$ cat src/rtl/alu_arbiter_if.sv
// ----------------------------------------------------------------------------
// alu_arbiter_if
// Bundles the two requester channels, the two response channels, the
// requester-0 flush and the shared-ALU side of the arbiter.
//   slave  : the arbiter's view (takes requests, drives the ALU, returns data)
//   master : the environment's view (requesters and the shared ALU)
// Signals:
//   reqN_valid/ready, reqN_in1/in2/pc/op   request channel of requester N
//   rspN_valid/ready, rspN_data/branch     response channel of requester N
//   flush0                                 cancel requester-0 work in flight
//   alu_in1/alu_in2/pc_in/alu_instruction  operands driven to the shared ALU
//   alu_out/branch_taken                   combinational ALU result
// DATA_WIDTH must match the arbiter's DATA_WIDTH.
// ----------------------------------------------------------------------------
interface alu_arbiter_if #(
  parameter int DATA_WIDTH = 32
);
  logic                  req0_valid, req1_valid;
  logic                  req0_ready, req1_ready;
  logic [DATA_WIDTH-1:0] req0_in1, req0_in2, req0_pc;
  logic [DATA_WIDTH-1:0] req1_in1, req1_in2, req1_pc;
  logic [4:0]            req0_op, req1_op;

  logic                  rsp0_valid, rsp1_valid;
  logic                  rsp0_ready, rsp1_ready;
  logic [DATA_WIDTH-1:0] rsp0_data, rsp1_data;
  logic                  rsp0_branch, rsp1_branch;

  logic                  flush0;

  logic [DATA_WIDTH-1:0] alu_in1, alu_in2, pc_in;
  logic [4:0]            alu_instruction;
  logic [DATA_WIDTH-1:0] alu_out;
  logic                  branch_taken;

  modport slave (
    input  req0_valid, req1_valid, req0_in1, req0_in2, req0_pc, req0_op,
           req1_in1, req1_in2, req1_pc, req1_op, rsp0_ready, rsp1_ready,
           flush0, alu_out, branch_taken,
    output req0_ready, req1_ready, rsp0_valid, rsp1_valid, rsp0_data,
           rsp1_data, rsp0_branch, rsp1_branch, alu_in1, alu_in2, pc_in,
           alu_instruction
  );

  modport master (
    output req0_valid, req1_valid, req0_in1, req0_in2, req0_pc, req0_op,
           req1_in1, req1_in2, req1_pc, req1_op, rsp0_ready, rsp1_ready,
           flush0, alu_out, branch_taken,
    input  req0_ready, req1_ready, rsp0_valid, rsp1_valid, rsp0_data,
           rsp1_data, rsp0_branch, rsp1_branch, alu_in1, alu_in2, pc_in,
           alu_instruction
  );
endinterface

$ cat src/rtl/alu_arbiter.sv
// ----------------------------------------------------------------------------
// alu_arbiter
// Shares one combinational ALU between two requesters, one transaction at a
// time: IDLE (grant + operand latch) -> EXEC (ALU driven, result captured)
// -> RESP (result held until consumed). Round-robin between requesters;
// requester 0 may be flushed while its transaction is in EXEC or RESP.
// Ports:
//   clk    rising-edge clock
//   rst_n  asynchronous active-low reset
//   bus    alu_arbiter_if.slave (request/response channels, flush, ALU side)
// Parameters:
//   DATA_WIDTH  operand/result width
//   ALU_NOP     opcode presented to the ALU outside EXEC
// ----------------------------------------------------------------------------
module alu_arbiter #(
  parameter int         DATA_WIDTH = 32,
  parameter logic [4:0] ALU_NOP    = 5'b00000
) (
  input  logic           clk,
  input  logic           rst_n,
  alu_arbiter_if.slave   bus
);

  typedef enum logic [1:0] {IDLE, EXEC, RESP} state_t;

  state_t                state_q, state_d;
  logic                  grant_q, grant_d;   // requester owning the slot
  logic                  ptr_q, ptr_d;       // preferred requester on contention
  logic                  sel;
  logic                  latch, capture;
  logic                  ready0, ready1;
  logic                  flush_hit;

  logic [DATA_WIDTH-1:0] in1_q, in2_q, pc_q, res_q;
  logic [4:0]            op_q;
  logic                  br_q;

  // Lone requester wins regardless of pointer; on contention the pointer decides.
  assign sel       = (bus.req0_valid && bus.req1_valid) ? ptr_q : bus.req1_valid;
  assign flush_hit = bus.flush0 && !grant_q;

  // NOTE: every signal written here gets a default first so no latch is inferred.
  always_comb begin
    state_d = state_q;
    grant_d = grant_q;
    ptr_d   = ptr_q;
    latch   = 1'b0;
    capture = 1'b0;
    ready0  = 1'b0;
    ready1  = 1'b0;
    case (state_q)
      IDLE: begin
        if (bus.req0_valid || bus.req1_valid) begin
          latch   = 1'b1;
          ready0  = !sel;
          ready1  = sel;
          grant_d = sel;
          ptr_d   = !sel;
          state_d = EXEC;
        end
      end
      EXEC: begin
        if (flush_hit) begin
          ptr_d   = 1'b1;
          state_d = IDLE;
        end else begin
          capture = 1'b1;
          state_d = RESP;
        end
      end
      RESP: begin
        // Flush wins over a simultaneous response consume.
        if (flush_hit) begin
          ptr_d   = 1'b1;
          state_d = IDLE;
        end else if (grant_q ? bus.rsp1_ready : bus.rsp0_ready) begin
          state_d = IDLE;
        end
      end
      default: state_d = IDLE;
    endcase
  end

  // NOTE: sequential state uses non-blocking assignments only, so every
  // register samples pre-edge values regardless of statement order.
  // NOTE: operand and result registers are plain flops (no memory array), so
  // they are all cleared by reset.
  always_ff @(posedge clk or negedge rst_n) begin
    if (!rst_n) begin
      state_q <= IDLE;
      grant_q <= 1'b0;
      ptr_q   <= 1'b0;
      in1_q   <= '0;
      in2_q   <= '0;
      pc_q    <= '0;
      op_q    <= ALU_NOP;
      res_q   <= '0;
      br_q    <= 1'b0;
    end else begin
      state_q <= state_d;
      grant_q <= grant_d;
      ptr_q   <= ptr_d;
      if (latch) begin
        in1_q <= sel ? bus.req1_in1 : bus.req0_in1;
        in2_q <= sel ? bus.req1_in2 : bus.req0_in2;
        pc_q  <= sel ? bus.req1_pc  : bus.req0_pc;
        op_q  <= sel ? bus.req1_op  : bus.req0_op;
      end
      if (capture) begin
        res_q <= bus.alu_out;
        br_q  <= bus.branch_taken;
      end
    end
  end

  // Ready is gated by rst_n so an asserted reset silences it immediately.
  assign bus.req0_ready      = ready0 && rst_n;
  assign bus.req1_ready      = ready1 && rst_n;

  assign bus.alu_in1         = in1_q;
  assign bus.alu_in2         = in2_q;
  assign bus.pc_in           = pc_q;
  assign bus.alu_instruction = (state_q == EXEC) ? op_q : ALU_NOP;

  assign bus.rsp0_valid      = (state_q == RESP) && !grant_q;
  assign bus.rsp1_valid      = (state_q == RESP) &&  grant_q;
  assign bus.rsp0_data       = bus.rsp0_valid ? res_q : '0;
  assign bus.rsp1_data       = bus.rsp1_valid ? res_q : '0;
  assign bus.rsp0_branch     = bus.rsp0_valid && br_q;
  assign bus.rsp1_branch     = bus.rsp1_valid && br_q;

endmodule
$ cat src/flat_wrapper.sv
// flat-port wrapper written by rule: the top's interface ports become plain ports
module alu_arbiter_flat 
#(
  parameter int         DATA_WIDTH = 32,
  parameter logic [4:0] ALU_NOP    = 5'b00000
)
  (clk, rst_n, bus_req0_valid, bus_req1_valid, bus_req0_in1, bus_req0_in2, bus_req0_pc, bus_req0_op, bus_req1_in1, bus_req1_in2, bus_req1_pc, bus_req1_op, bus_rsp0_ready, bus_rsp1_ready, bus_flush0, bus_alu_out, bus_branch_taken, bus_req0_ready, bus_req1_ready, bus_rsp0_valid, bus_rsp1_valid, bus_rsp0_data, bus_rsp1_data, bus_rsp0_branch, bus_rsp1_branch, bus_alu_in1, bus_alu_in2, bus_pc_in, bus_alu_instruction);
  alu_arbiter_if #(.DATA_WIDTH(DATA_WIDTH)) bus_i ();
  input  logic clk;
  input  logic rst_n;
  input wire logic [$bits(bus_i.req0_valid)-1:0] bus_req0_valid;
  input wire logic [$bits(bus_i.req1_valid)-1:0] bus_req1_valid;
  input wire logic [$bits(bus_i.req0_in1)-1:0] bus_req0_in1;
  input wire logic [$bits(bus_i.req0_in2)-1:0] bus_req0_in2;
  input wire logic [$bits(bus_i.req0_pc)-1:0] bus_req0_pc;
  input wire logic [$bits(bus_i.req0_op)-1:0] bus_req0_op;
  input wire logic [$bits(bus_i.req1_in1)-1:0] bus_req1_in1;
  input wire logic [$bits(bus_i.req1_in2)-1:0] bus_req1_in2;
  input wire logic [$bits(bus_i.req1_pc)-1:0] bus_req1_pc;
  input wire logic [$bits(bus_i.req1_op)-1:0] bus_req1_op;
  input wire logic [$bits(bus_i.rsp0_ready)-1:0] bus_rsp0_ready;
  input wire logic [$bits(bus_i.rsp1_ready)-1:0] bus_rsp1_ready;
  input wire logic [$bits(bus_i.flush0)-1:0] bus_flush0;
  input wire logic [$bits(bus_i.alu_out)-1:0] bus_alu_out;
  input wire logic [$bits(bus_i.branch_taken)-1:0] bus_branch_taken;
  output wire logic [$bits(bus_i.req0_ready)-1:0] bus_req0_ready;
  output wire logic [$bits(bus_i.req1_ready)-1:0] bus_req1_ready;
  output wire logic [$bits(bus_i.rsp0_valid)-1:0] bus_rsp0_valid;
  output wire logic [$bits(bus_i.rsp1_valid)-1:0] bus_rsp1_valid;
  output wire logic [$bits(bus_i.rsp0_data)-1:0] bus_rsp0_data;
  output wire logic [$bits(bus_i.rsp1_data)-1:0] bus_rsp1_data;
  output wire logic [$bits(bus_i.rsp0_branch)-1:0] bus_rsp0_branch;
  output wire logic [$bits(bus_i.rsp1_branch)-1:0] bus_rsp1_branch;
  output wire logic [$bits(bus_i.alu_in1)-1:0] bus_alu_in1;
  output wire logic [$bits(bus_i.alu_in2)-1:0] bus_alu_in2;
  output wire logic [$bits(bus_i.pc_in)-1:0] bus_pc_in;
  output wire logic [$bits(bus_i.alu_instruction)-1:0] bus_alu_instruction;
  assign bus_i.req0_valid = bus_req0_valid;
  assign bus_i.req1_valid = bus_req1_valid;
  assign bus_i.req0_in1 = bus_req0_in1;
  assign bus_i.req0_in2 = bus_req0_in2;
  assign bus_i.req0_pc = bus_req0_pc;
  assign bus_i.req0_op = bus_req0_op;
  assign bus_i.req1_in1 = bus_req1_in1;
  assign bus_i.req1_in2 = bus_req1_in2;
  assign bus_i.req1_pc = bus_req1_pc;
  assign bus_i.req1_op = bus_req1_op;
  assign bus_i.rsp0_ready = bus_rsp0_ready;
  assign bus_i.rsp1_ready = bus_rsp1_ready;
  assign bus_i.flush0 = bus_flush0;
  assign bus_i.alu_out = bus_alu_out;
  assign bus_i.branch_taken = bus_branch_taken;
  assign bus_req0_ready = bus_i.req0_ready;
  assign bus_req1_ready = bus_i.req1_ready;
  assign bus_rsp0_valid = bus_i.rsp0_valid;
  assign bus_rsp1_valid = bus_i.rsp1_valid;
  assign bus_rsp0_data = bus_i.rsp0_data;
  assign bus_rsp1_data = bus_i.rsp1_data;
  assign bus_rsp0_branch = bus_i.rsp0_branch;
  assign bus_rsp1_branch = bus_i.rsp1_branch;
  assign bus_alu_in1 = bus_i.alu_in1;
  assign bus_alu_in2 = bus_i.alu_in2;
  assign bus_pc_in = bus_i.pc_in;
  assign bus_alu_instruction = bus_i.alu_instruction;
  alu_arbiter #(.DATA_WIDTH(DATA_WIDTH), .ALU_NOP(ALU_NOP)) u_core (.clk(clk), .rst_n(rst_n), .bus(bus_i));
endmodule
$ cat config.mk
export PLATFORM = sky130hd
export DESIGN_NAME = alu_arbiter_flat
export DESIGN_NICKNAME = d
export VERILOG_FILES = /design/src/rtl/alu_arbiter_if.sv /design/src/rtl/alu_arbiter.sv /design/src/flat_wrapper.sv
export SDC_FILE = /design/constraint.sdc
export NUM_CORES = 1
export LEC_CHECK = 0
export BUFFER_PORTS_ARGS = -buffer_cell sky130_fd_sc_hd__buf_2
export CAP_MARGIN = 20
export CORE_AREA = 2 2 159 161
export DETAILED_ROUTE_END_ITERATION = 8
export DIE_AREA = 0 0 161 163
export GPL_ROUTABILITY_DRIVEN = 0
export PLACE_DENSITY = 0.52
export SYNTH_ARGS = -nofsm -noshare
export SYNTH_HDL_FRONTEND = slang
export SYNTH_SLANG_ARGS = --single-unit
export TNS_END_PERCENT = 20
$ cat constraint.sdc
create_clock -name clk -period 2 [get_ports clk]
set_input_delay 0.1 -clock clk [delete_from_list [all_inputs] [get_ports clk]]
set_output_delay 0.1 -clock clk [all_outputs]
set_load 0.1 [all_outputs]
==> summary.txt, run 1 <==
Final Hold Vio Count: 0
Synth Warn #: 0
Die X: 161 um
Routed wire per std cell: 17.6 um
Cell Pwr Density: 1850 nW/um^2
Synth Net Count: 808
Synth area leaders: dfrtp_1 53%, a221o_1 13%, and2_1 12%
Hold Startpoint: bus_req1_pc[18]
Slew @ Worst Pin: 0.533 ns
R2R setup slack: 0.20 ns
Clock share of power: 0.129
Setup violations, final: 0
Internal power: 10.3 mW
Longest Clk Path Bufs: 2
I/O Buffers: 412
R2R Path End: u_core.bus.alu_in2[20]
# Max-Cap Violations: 0
Clock skew: 0.0115 ns
Vias/cell: 4.66
Root buffer cell: clkbuf_16
Post-DRT Antenna Nets: 0
Initial drt markers: 402
Yosys top cell area share: 0.535
CP max stage delay: 0.40 ns
RSZ-0062 raised after global routing: true
Setup TNS: 0 ns
Total CTS buffers: 17
Nets@finish: 1446
Largest net degree at the start of global routing: 85
Fin. max-slew vios: 0
Crit start category: register
Cells along the critical path: inv_2, ha_2, nor2b_4, buf_6, clkbuf_16, and2_4, buf_12
Register area share after synthesis: 0.535
First-pass GRT wire length: 41100 um
GRT Util Overall: 0.199
Static leakage: 6.24 nW
Clk sinks: 138
Post-synthesis register bit count: 138
Die ar.: 26200 um^2
Final core occ: 0.529
Switching power share of the total: 0.576
Vias: 7195
Max VDD drop: 1.64 mV
Final period utilization: 0.987
CP Class: register to primary output
Reg2Reg Depth: 6
CP Capture Type: primary output
Power, Total: 24.2 mW
CP Data Arrival Time: 1.87 ns
Mapped Area: 6460 um^2
Post-Route WL: 27100 um
Total gr overflow: 0
Minimum clock period: 1.97 ns
Core Rows: 58
Vias in the first global route: 7541
Antenna cell count: 0
Endpoint, Worst Hold: u_core.bus.pc_in[18]
Sequential Power Share: 0.208
Net Switching: 13.9 mW
Die Y: 163 um
Worst r2r src: u_core.state_q[1]
Final HPWL DP: 17300 um
WP data required: 1.90 ns
# DRC: 0
H-tree depth: 4
Share of cells above drive strength 1: 0.452
Slowest cell on crit path: dfrtp_1
Initial antenna violation count: 0
# fillers: 2101
Layout Area Growth over Synthesis: 102%
CTS tree: done
CP max FO: 8
Syn Inst Count: 562
Syn Area/Cell: 11.5 um^2
Worst hold slack: 0.0143 ns
Most area-hungry cell type in the Yosys netlist: dfrtp_1
Hold path depth: 3
Comb pwr share: 0.663
Worst hold-check path type: primary input to register
Count of cell types in the netlist: 27
Top-Level Pins: 413
Clock Latency Late Sink: 0.42 ns
Slew margin rel.: 0.645
Initial Util: 0.262
TritonRoute pass-1 iters: 5
Core ar.: 24700 um^2
Worst-path clk slew: 0.06 ns
Outcome: finished, final reports clean
FMAX: 506 MHz
[stage by stage]
step | setup WS [ns] | instance area [um^2] | cells
floorplan | -0.139 | 6480 | 562
global placement | 0.188 | 10000 | 1276
detailed placement | 0.160 | 10000 | 1276
CTS | -0.00215 | 13000 | 1543
global route | -0.0394 | 13100 | 1543
finish | 0.0252 | 13100 | 1543
[sequential cells by signal (all words and copies together) (netlist names)]
signal              cells
u_core.br_q             1
u_core.bus.alu_in1     32
u_core.bus.alu_in2     32
u_core.bus.pc_in       32
u_core.grant_q          1
u_core.op_q             5
u_core.ptr_q            1
u_core.res_q           32
u_core.state_q          2
[cells by family after synthesis]
family,after synthesis,share of synthesized area
DFF,138,0.535
AOI/OAI and AO/OA,146,0.185
buffers and inverters,55,0.0428
and+or+nand+nor,185,0.171
muxes,34,0.0591
adders and majority gates,4,0.00775
[critical path, delay by kind of cell (launching register included)]
family / cells / cell delay, ns
DFF: 1 / 0.40
buffers and inverters: 4 / 0.52
adders and majority gates: 1 / 0.18
and+or+nand+nor: 2 / 0.35
[layout make-up]
class                           instances  area (um^2)  share of cell area
Clock buffer                           21          470              0.0360
Clock inverter                         11          111             0.00852
Inverter                                4         15.0             0.00115
Multi-Input combinational cell        369         2850               0.218
Sequential cell                       138         3450               0.264
Tap cell                              330          413              0.0316
Timing Repair Buffer                  670         5750               0.440
[routing by layer]
metal,share of wire,global-route usage
met5,0,0
met4,0.028,0.0743
met3,0.068,0.0484
met2,0.51,0.350
met1,0.40,0.237
[power groups by stage]
stage	Combinational (mW)	Clock [mW]	Sequential (mW)
after floorplan	5.18	0	11.7
after global placement	15.3	0	5.01
after detailed placement	15.4	0	4.97
after CTS	16.0	3.22	4.99
after global routing	16.6	3.34	5.19
final	16.0	3.12	5.03
[worst max-delay path by stage]
| stage | start | endpoint | slack, ns | cells after the start |
|---|---|---|---|---|
| 3_5_place_dp | u_core.state_q[1] | u_core.bus.alu_in1[30] | 0.16 | 5 |
| 4_1_cts | u_core.state_q[0] | bus_rsp0_data[30] | -0.002 | 7 |
| 3_3_place_gp | u_core.state_q[0] | u_core.bus.alu_in2[30] | 0.19 | 5 |
| 2_1_floorplan | u_core.state_q[0] | bus_rsp0_data[12] | -0.14 | 6 |
| 5_1_grt | u_core.state_q[0] | bus_rsp0_data[5] | -0.04 | 7 |
| 6_report | u_core.state_q[0] | bus_rsp0_data[19] | 0.03 | 7 |
[layout by cell type (no fill, tap or decap), types with 19 or more instances in the layout]
cell type / instances
dlygate4sd3_1: 228
buf_12: 77
and2_1: 91
and3_1: 31
mux2_2: 33
nor2_1: 19
a221o_1: 84
buf_2: 336
and2_4: 31
buf_4: 21
dfrtp_1: 138
[cell usage after synthesis]
master	instances
dfrtp_1	138
and2_1	124
a221o_1	84
and3_1	34
mux2_2	33
clkbuf_1	29
a21oi_1	19
nor2_1	19
a31oi_1	18
o21ai_0	18
buf_2	14
buf_6	6
ha_1	4
inv_1	4
nand2_1	3
buf_4	2
nand2b_1	2
nor2b_1	2
a211oi_1	1
a21o_1	1
a22o_1	1
mux2i_1	1
nor3b_1	1
o21a_1	1
o21ai_1	1
o2bb2ai_1	1
o32a_1	1
[timing repair]
| item | 4_1_cts | 5_1_grt |
|---|---|---|
| gates resized for setup | 27 | 12 |
| hold endpoints to repair | 272 | 0 |
| hold buffers | 228 | 0 |
| endpoints found under the setup margin | 33 | 44 |
| cloned | 1 | 1 |
| buffers inserted | 6 | 0 |
Power figures use the tool's default switching activity.
==> run 2: changes to the inputs <==
==> constraint.sdc (replaced) <==
create_clock -name clk -period 2 [get_ports clk]
set_input_delay 0.1 -clock clk [delete_from_list [all_inputs] [get_ports clk]]
set_output_delay 0.1 -clock clk [all_outputs]
set_load 0.02 [all_outputs]
==> run 2 against run 1 <==
Flip-flop and latch count stayed put. Critical endpoint is now bus_req0_ready. Final cell count stayed put. Utilization is 4.1 points lower. Combinational power is 49% lower. Total power is 33% lower. Non-clock buffer count is 2 higher. Clock skew is 0.0012 ns lower. Critical path type unchanged. First-iteration DRC count is 3.7% higher. Clock power is 2% higher.
==> summary.txt, run 2 (synthesis results as in run 1) <==
Register area: 3450 um^2
Setup violations, final: 0
Critical path startpoint: u_core.state_q[0]
WP data required: 1.90 ns
Total CTS buffers: 17
CP Class: register to primary output
Initial antenna violation count: 0
First-pass GRT wire length: 39700 um
Final Hold Vio Count: 0
Nets@finish: 1448
Internal power: 9.85 mW
GRT Util Overall: 0.192
DP Worst Slack: 0.159 ns
Cell Pwr Density: 1350 nW/um^2
H-tree depth: 4
Vias in the first global route: 7602
Outcome: finished, final reports clean
Total gr overflow: 0
Layout Area Growth over Synthesis: 86.7%
Clock Latency Late Sink: 0.42 ns
I/O Buffers: 412
Core ar.: 24700 um^2
Post-DRT Antenna Nets: 0
Share of cells above drive strength 1: 0.425
Clock share of power: 0.195
Clock skew: 0.0103 ns
Slew margin rel.: 0.637
Vias: 7191
RSZ-0062 raised after global routing: true
Final core occ: 0.489
Final HPWL DP: 16200 um
FMAX: 517 MHz
Most frequent cells in the layout: 410 x buf_2, 229 x dlygate4sd3_1, 137 x dfrtp_1
Net Switching: 6.44 mW
Die X: 161 um
Multi-input logic area: 2800 um^2
CTS tree: done
Worst hold-check path type: primary input to register
Antenna cell count: 0
Cells along the critical path: inv_2, ha_4, nand2_1, a21oi_4, buf_12, and2_1, buf_2
Clk sinks: 138
CP max stage delay: 0.42 ns
R2R setup slack: 0.09 ns
Routed wire per std cell: 16.8 um
Root buffer cell: clkbuf_16
TritonRoute pass-1 iters: 4
Final worst slack: 0.0648 ns
Initial drt markers: 417
Reg2Reg Depth: 7
Top-Level Pins: 413
Buf/Inv on CP: 3
R2R Path End: u_core.bus.pc_in[27]
CP Capture Type: primary output
Max VDD drop: 0.713 mV
Worst-path clk slew: 0.06 ns
Die Y: 163 um
CP endpoint: bus_req0_ready
Slowest cell on crit path: dfrtp_1
Worst r2r src: u_core.state_q[0]
Core Rows: 58
Slew @ Worst Pin: 0.545 ns
Crit start category: register
Vias/cell: 4.66
CP Data Arrival Time: 1.84 ns
Largest delay contributor family on the critical path: buffers and inverters
Sequential Power Share: 0.308
CP max FO: 9
Worst hold slack: 0.0161 ns
Crit. path cell count: 7
Final period utilization: 0.968
Die ar.: 26200 um^2
Post-Route WL: 26000 um
Largest net degree at the start of global routing: 60
# Max-Cap Violations: 0
Switching power share of the total: 0.395
Comb pwr share: 0.497
Commonest non-fill, non-tap cell in the layout: buf_2
# DRC: 0
Initial Util: 0.262
# fillers: 2232
Fin. max-slew vios: 0
Power, Total: 16.3 mW
Minimum clock period: 1.94 ns
Longest Clk Path Bufs: 2
Static leakage: 6.06 nW
==> run 2: changes by cell type in the layout (fill, tap and decap cells not counted), sizes merged <==
| cell | delta |
|---|---|
| buf | +4 |
| bufbuf | +3 |
| bufinv | +1 |
| clkbuf | -7 |
| dlygate4sd3 | +1 |
| inv | -2 |
==> run 2: how the worst min path moves through the flow <==
stage                     from                    to  cells past startpoint
2_1_floorplan            rst_n           u_core.br_q                      0
3_3_place_gp             rst_n  u_core.bus.pc_in[31]                      1
3_5_place_dp             rst_n  u_core.bus.pc_in[31]                      1
4_1_cts        bus_req1_pc[30]  u_core.bus.pc_in[30]                      3
5_1_grt        bus_req1_pc[30]  u_core.bus.pc_in[30]                      3
6_report       bus_req1_pc[30]  u_core.bus.pc_in[30]                      3
==> run 2: area by class of cell <==
cell class / instances / share of cell area
Sequential cell: 138 / 0.287
Multi-Input combinational cell: 369 / 0.232
Inverter: 4 / 0.00125
Clock buffer: 20 / 0.0379
Tap cell: 330 / 0.0342
Clock inverter: 10 / 0.00996
Timing Repair Buffer: 672 / 0.398
==> run 2: worst min-delay path, cell delays in order <==
cell     delay, ns
buf_2         0.10
a31oi_1       0.12
a21oi_1       0.08
==> run 2: power by group through the flow <==
stage	registers, mW	logic [mW]	clock network [mW]
after floorplan	6.00	3.66	0
after global placement	5.04	7.20	0
after detailed placement	4.99	7.32	0
after CTS	5.01	8.02	3.28
after global routing	5.21	8.69	3.42
final	5.02	8.09	3.18
==> run 2: routing by layer <==
layer	GRT usage	routed length (um)	vias to the layer above
met5	0	0	-
met4	0.0759	769	0
met3	0.0441	1590	66
met2	0.334	12700	348
met1	0.230	10900	3431
li1	-	-	3346
==> run 2: per-stage QoR <==
stage / TNS (ns) / cells / area [um^2]
floorplan: 0 / 562 / 6460
finish: 0 / 1543 / 12100
global route: -0.0245 / 1543 / 12100
CTS: 0 / 1538 / 12000
detailed placement: 0 / 1274 / 8970
global placement: 0 / 1274 / 8970
==> run 2: what timing repair did <==
item                                    4_1_cts  5_1_grt
gates resized for setup                      11        5
hold buffers                                229        0
endpoints found under the setup margin       35       24
pin swaps                                     1        0
buffers inserted                              2        5
hold endpoints to repair                    272        0
cloned                                        3        0
